===== config.mk =====
export PLATFORM = sky130hd
export DESIGN_NAME = ifetch_ctrl
export DESIGN_NICKNAME = d
export VERILOG_FILES = /design/src/rtl/ifetch_ctrl.sv
export SDC_FILE = /design/constraint.sdc
export NUM_CORES = 1
export LEC_CHECK = 0
export ABC_AREA = 1
export BUFFER_PORTS_ARGS = -buffer_cell sky130_fd_sc_hd__buf_2
export CORE_ASPECT_RATIO = 1.2
export CORE_MARGIN = 3
export CORE_UTILIZATION = 49
export DETAILED_ROUTE_END_ITERATION = 10
export GPL_TIMING_DRIVEN = 0
export PLACE_DENSITY = 0.82
export SYNTH_ARGS = -nofsm -noshare
export SYNTH_HDL_FRONTEND = slang
export SYNTH_SLANG_ARGS = --single-unit
export TNS_END_PERCENT = 30

===== constraint.sdc =====
create_clock -name CLK -period 4.9 [get_ports CLK]
set_input_delay 0.245 -clock CLK [delete_from_list [all_inputs] [get_ports CLK]]
set_output_delay 0.245 -clock CLK [all_outputs]
set_load 0.05 [all_outputs]

===== src/rtl/ifetch_ctrl.sv =====
// Instruction-fetch front end: owns the fetch PC, issues aligned 8-byte requests
// and hands each returned 64-bit group to the instruction queue.
module ifetch_ctrl #(
  parameter logic [63:0] RESET_PC = 64'h0000_0000_8000_0000
) (
  input  logic        CLK,
  input  logic        RSTn,
  input  logic        flush,
  input  logic [63:0] flush_pc,
  input  logic        branch_pc_valid,
  input  logic [63:0] branch_pc,
  output logic        imem_req_valid,
  output logic [63:0] imem_req_addr,
  input  logic        imem_req_ready,
  input  logic        imem_rsp_valid,
  input  logic [63:0] imem_rsp_data,
  output logic        if_iq_valid,
  output logic [63:0] if_iq_pc,
  output logic [63:0] if_iq_instr,
  input  logic        if_iq_ready
);

  typedef enum logic [1:0] {S_REQ, S_WAIT, S_HOLD} state_t;

  state_t      r_state;
  state_t      w_state_nxt;
  logic [63:0] r_pc;
  logic [63:0] w_pc_nxt;
  logic        r_kill;
  logic        w_kill_nxt;
  logic [63:0] r_out_pc_p1;
  logic [63:0] r_out_instr_p1;
  logic        w_load;
  logic        w_redir;
  logic [63:0] w_tgt;
  logic [63:0] w_pc_aligned;

  assign w_redir      = flush | branch_pc_valid;
  assign w_tgt        = flush ? flush_pc : branch_pc;
  assign w_pc_aligned = {r_pc[63:3], 3'b000};

  assign imem_req_valid = (r_state == S_REQ);
  assign imem_req_addr  = w_pc_aligned;
  assign if_iq_valid    = (r_state == S_HOLD);
  assign if_iq_pc       = r_out_pc_p1;
  assign if_iq_instr    = r_out_instr_p1;

  always_comb begin
    w_state_nxt = r_state;
    w_pc_nxt    = r_pc;
    w_kill_nxt  = r_kill;
    w_load      = 1'b0;
    case (r_state)
      S_REQ: begin
        if (w_redir) w_pc_nxt = w_tgt;
        if (imem_req_ready) begin
          // A redirect in the accepting cycle makes the accepted request stale.
          w_kill_nxt  = w_redir;
          w_state_nxt = S_WAIT;
        end
      end
      S_WAIT: begin
        if (w_redir) w_pc_nxt = w_tgt;
        if (imem_rsp_valid) begin
          w_kill_nxt = 1'b0;
          if (r_kill || w_redir) begin
            w_state_nxt = S_REQ;
          end else begin
            w_load      = 1'b1;
            w_state_nxt = S_HOLD;
          end
        end else if (w_redir) begin
          w_kill_nxt = 1'b1;
        end
      end
      S_HOLD: begin
        // Redirect voids the transfer even when the queue is ready this cycle.
        if (w_redir) begin
          w_pc_nxt    = w_tgt;
          w_state_nxt = S_REQ;
        end else if (if_iq_ready) begin
          w_pc_nxt    = w_pc_aligned + 64'd8;
          w_state_nxt = S_REQ;
        end
      end
      default: w_state_nxt = S_REQ;
    endcase
  end

  always_ff @(posedge CLK or negedge RSTn) begin
    if (!RSTn) begin
      r_state <= S_REQ;
      r_pc    <= RESET_PC;
      r_kill  <= 1'b0;
    end else begin
      r_state <= w_state_nxt;
      r_pc    <= w_pc_nxt;
      r_kill  <= w_kill_nxt;
    end
  end

  // Response capture stage: the group is visible to the queue one cycle after rsp.
  always_ff @(posedge CLK or negedge RSTn) begin
    if (!RSTn) begin
      r_out_pc_p1    <= 64'd0;
      r_out_instr_p1 <= 64'd0;
    end else if (w_load) begin
      r_out_pc_p1    <= r_pc;
      r_out_instr_p1 <= imem_rsp_data;
    end
  end

`ifndef SYNTHESIS
  always @(posedge CLK) begin
    if (RSTn) begin
      assert (!(imem_rsp_valid && (r_state != S_WAIT)))
        else $warning("ifetch_ctrl: imem_rsp_valid outside WAIT ignored");
    end
  end
`endif

endmodule


==> results.py <==
metrics = {
    "cells_and_area": {
        "seqCellArea_sq_um": 4881,
        "nets": 2080,
        "syn_to_final_growth_pct": 26.92,
        "drive_gt1_share_pct": 31.22,
        "finish.instance_area_sq_um": 14000,
        "fin_util_pct": 63.88,
        "multi_input_area_sq_um": 4935,
        "fillers": 2026,
    },
    "clock_network": {
        "htree_levels": 4,
        "cts-buffers-inserted": 17,
        "clkTransAtPathRegs_ns": 0.09,
        "post_cts_buffers": 0,
        "numClockSinks": 195,
        "cts_root_buffer": "clkbuf_16",
        "tritoncts": "built",
        "cts_buffer_depth": 2,
        "clk-insertion-delay-late_ns": 0.45,
    },
    "drt": {
        "dr.pass1.iters": 7,
        "via_per_inst": 5.465,
        "final_antenna_net_count": 0,
        "routedWlPerCell_um": 20.27,
        "drt_iter0_markers": 1015,
        "drc_errors": 0,
        "vias": 11876,
        "wirelength_um": 44050,
    },
    "global_routing": {
        "grt_max_degree": 115,
        "first_global_vias": 11348,
        "grt_pass1_wl_um": 64760,
        "grt_usage_pct": 35.08,
        "grt_overflow": 0,
        "antenna_found_initial": 6,
    },
    "place": {
        "place.gp.congestion": 0.9859,
        "numPortBuffers": 389,
        "place_area_sq_um": 13370,
        "dp_slack_ns": 2.589,
        "dp_hpwl_um": 35000,
    },
    "critical_path": {
        "crit_fanout": 7,
        "cpPeakStageDelay_ns": 0.48,
        "critPathMostFrequentCell": "nand2_1",
        "cp_cell_sequence": "ha_1, nand2_1, nor2_2, nand2_1, nor2_4, nand2_1, xor2_1, o21ai_0, o21ai_0",
        "slowest_stage": "dfrtp_1",
        "worst_ep_arrival_time_ns": 2.71,
        "end_kind": "flop",
        "startpoint_type": "flop",
        "cp_data_required_time_ns": 5.19,
        "path_class": "reg2reg",
    },
    "synthesis": {
        "syn_area_sq_um": 11030,
        "synth_seq_cells": 195,
        "synth_cell_type_count": 36,
        "syn-mean-instance-area_sq_um": 7.517,
        "syn-instance-count": 1468,
        "synth-seq-area-share_pct": 44.23,
        "ys_warn_count": 0,
    },
    "sta": {
        "setup_viol_count_final": 0,
        "fin_crit_sh_pct": 49.40,
        "fin_ws_ns": 2.479,
        "rsz0062_at_grt": "no",
        "period_minus_slack_ns": 2.421,
        "maxSlewHeadroom_pct": 33.61,
        "worstMarginPinSlew_ns": 0.9958,
        "skew_ns": 0.01638,
        "drv_slew": 0,
        "finalHoldViolations": 0,
        "fmax_mhz": 413.1,
        "finalSetupTns_ns": 0,
    },
    "power_and_ir_drop": {
        "peakVddDrop_mv": 0.2515,
        "power.leakage_uw": 0.007388,
        "powerDensity_nw_per_um2": 572.1,
    },
    "floorplanning": {
        "dieArea_sq_um": 24360,
        "die_x_um": 143.0,
        "io_pins": 393,
        "initial_utilization_pct": 50.33,
        "num_rows": 59,
        "core_area_sq_um": 21920,
        "die_h_um": 170.4,
    },
    "outcome": {
        "outcome": "complete, no violations",
    },
    "job": {
        "drv_cap": 0,
    },
    "hold_path": {
        "hold_path_class": "in2reg",
    },
}
path summary, 6_finish.rpt:
kind	end	startpoint	cells after the start	slack (ns)
max	r_pc[25]	r_pc[4]	9	2.48
min	if_iq_instr[59]	imem_rsp_data[59]	2	0.02
max reg2reg	r_pc[25]	r_pc[4]	9	2.48
min reg2reg	if_iq_pc[20]	if_iq_pc[20]	2	0.48
max in group asynchronous	if_iq_instr[33]	RSTn	3	3.48
min in group asynchronous	if_iq_instr[48]	RSTn	2	0.38
Yosys cell counts, drive strengths merged:
cell type  count  area share (%)
clkbuf        33             1.1
a31oi          8            0.45
inv          128             4.4
xor2           6            0.48
o21bai         1           0.068
a21oi         64             2.9
nand2        392              13
nand3         72             3.3
o22ai          1           0.057
ha             1            0.11
or2            3            0.19
nor2         223             8.0
conb           1           0.034
o21ai        162             7.3
nor3           1           0.045
dfrtp        194              44
nand3b         1           0.068
nand4         12            0.74
mux2          67             6.8
o211ai         1           0.068
o31ai          2            0.14
dfstp          1            0.24
buf           90             5.6
a22oi          4            0.41
cell families after synthesis:
| kind of cell | count (synthesis) | share of synthesized area (%) |
|---|---|---|
| compound gates | 243 | 11.44 |
| xor+xnor | 6 | 0.4762 |
| fa+ha+maj | 1 | 0.1134 |
| buf+inv | 251 | 11.11 |
| flops | 195 | 44.23 |
| mux | 67 | 6.837 |
| other cells | 1 | 0.03398 |
| simple gates | 704 | 25.75 |
timing repair:
action / 4_1_cts / 5_1_grt
endpoints found under the setup margin: 0 / 0
resized for setup: 0 / 0
endpoints found under the hold margin: 80 / 0
hold buffers: 1 / 0
worst max-delay path, delay by kind of cell (launching register included):
| kind | cells | cell delay (ns) |
|---|---|---|
| adder cells (fa/ha/maj) | 1 | 0.21 |
| AO/OA/AOI/OAI | 2 | 0.28 |
| XOR/XNOR | 1 | 0.20 |
| AND/OR/NAND/NOR | 5 | 1.08 |
| flip-flops | 1 | 0.48 |
cell type report:
| class | count | share of cell area (%) |
|---|---|---|
| Multi-Input combinational cell | 1024 | 35.24 |
| Sequential cell | 195 | 34.85 |
| Timing Repair Buffer | 391 | 14.24 |
| Buffer | 123 | 5.325 |
| Inverter | 128 | 3.431 |
| Clock buffer | 18 | 3.136 |
| Tap cell | 274 | 2.448 |
| Clock inverter | 14 | 1.224 |
| Antenna cell | 6 | 0.1072 |
report_power, final:
part	total, uW	switching, uW	internal (uW)
sequential	2570	389	2180
combinational	4000	3010	993
clock	1440	735	708
metal layers:
metal	track usage (%)	wire length, um	share of wire, %
met5	0	0	0
met4	19.59	2662	6.0
met3	6.127	3718	8.4
met2	60.79	21650	49
met1	40.86	16010	36
cells in the final DEF, fill, tap and decap left out, drive strengths merged, types with 4 or more instances in the layout:
| cell | count |
|---|---|
| nor2 | 223 |
| nand4 | 12 |
| a21oi | 64 |
| clkbuf | 51 |
| nand3 | 72 |
| nand2 | 392 |
| inv | 135 |
| diode | 6 |
| a22oi | 4 |
| dfrtp | 194 |
| xor2 | 6 |
| a31oi | 8 |
| mux2 | 67 |
| buf | 480 |
| o21ai | 162 |
| clkinv | 6 |
metrics by stage:
step / hold WS, ns / power [uW] / cells
after floorplan: -0.05059 / 5485 / 1470
after global placement: 0.4629 / 6491 / 2133
after detailed placement: 0.2869 / 6580 / 2134
after CTS: 0.01760 / 8011 / 2167
after global routing: 0.01826 / 8358 / 2173
final: 0.02197 / 8012 / 2173
state kept, by name, summed over array words and instances, names as in the netlist:
register / flops
r_pc: 64
r_kill: 1
if_iq_instr: 64
r_state: 2
if_iq_pc: 64
No activity file was read; power rests on OpenSTA's default activity.
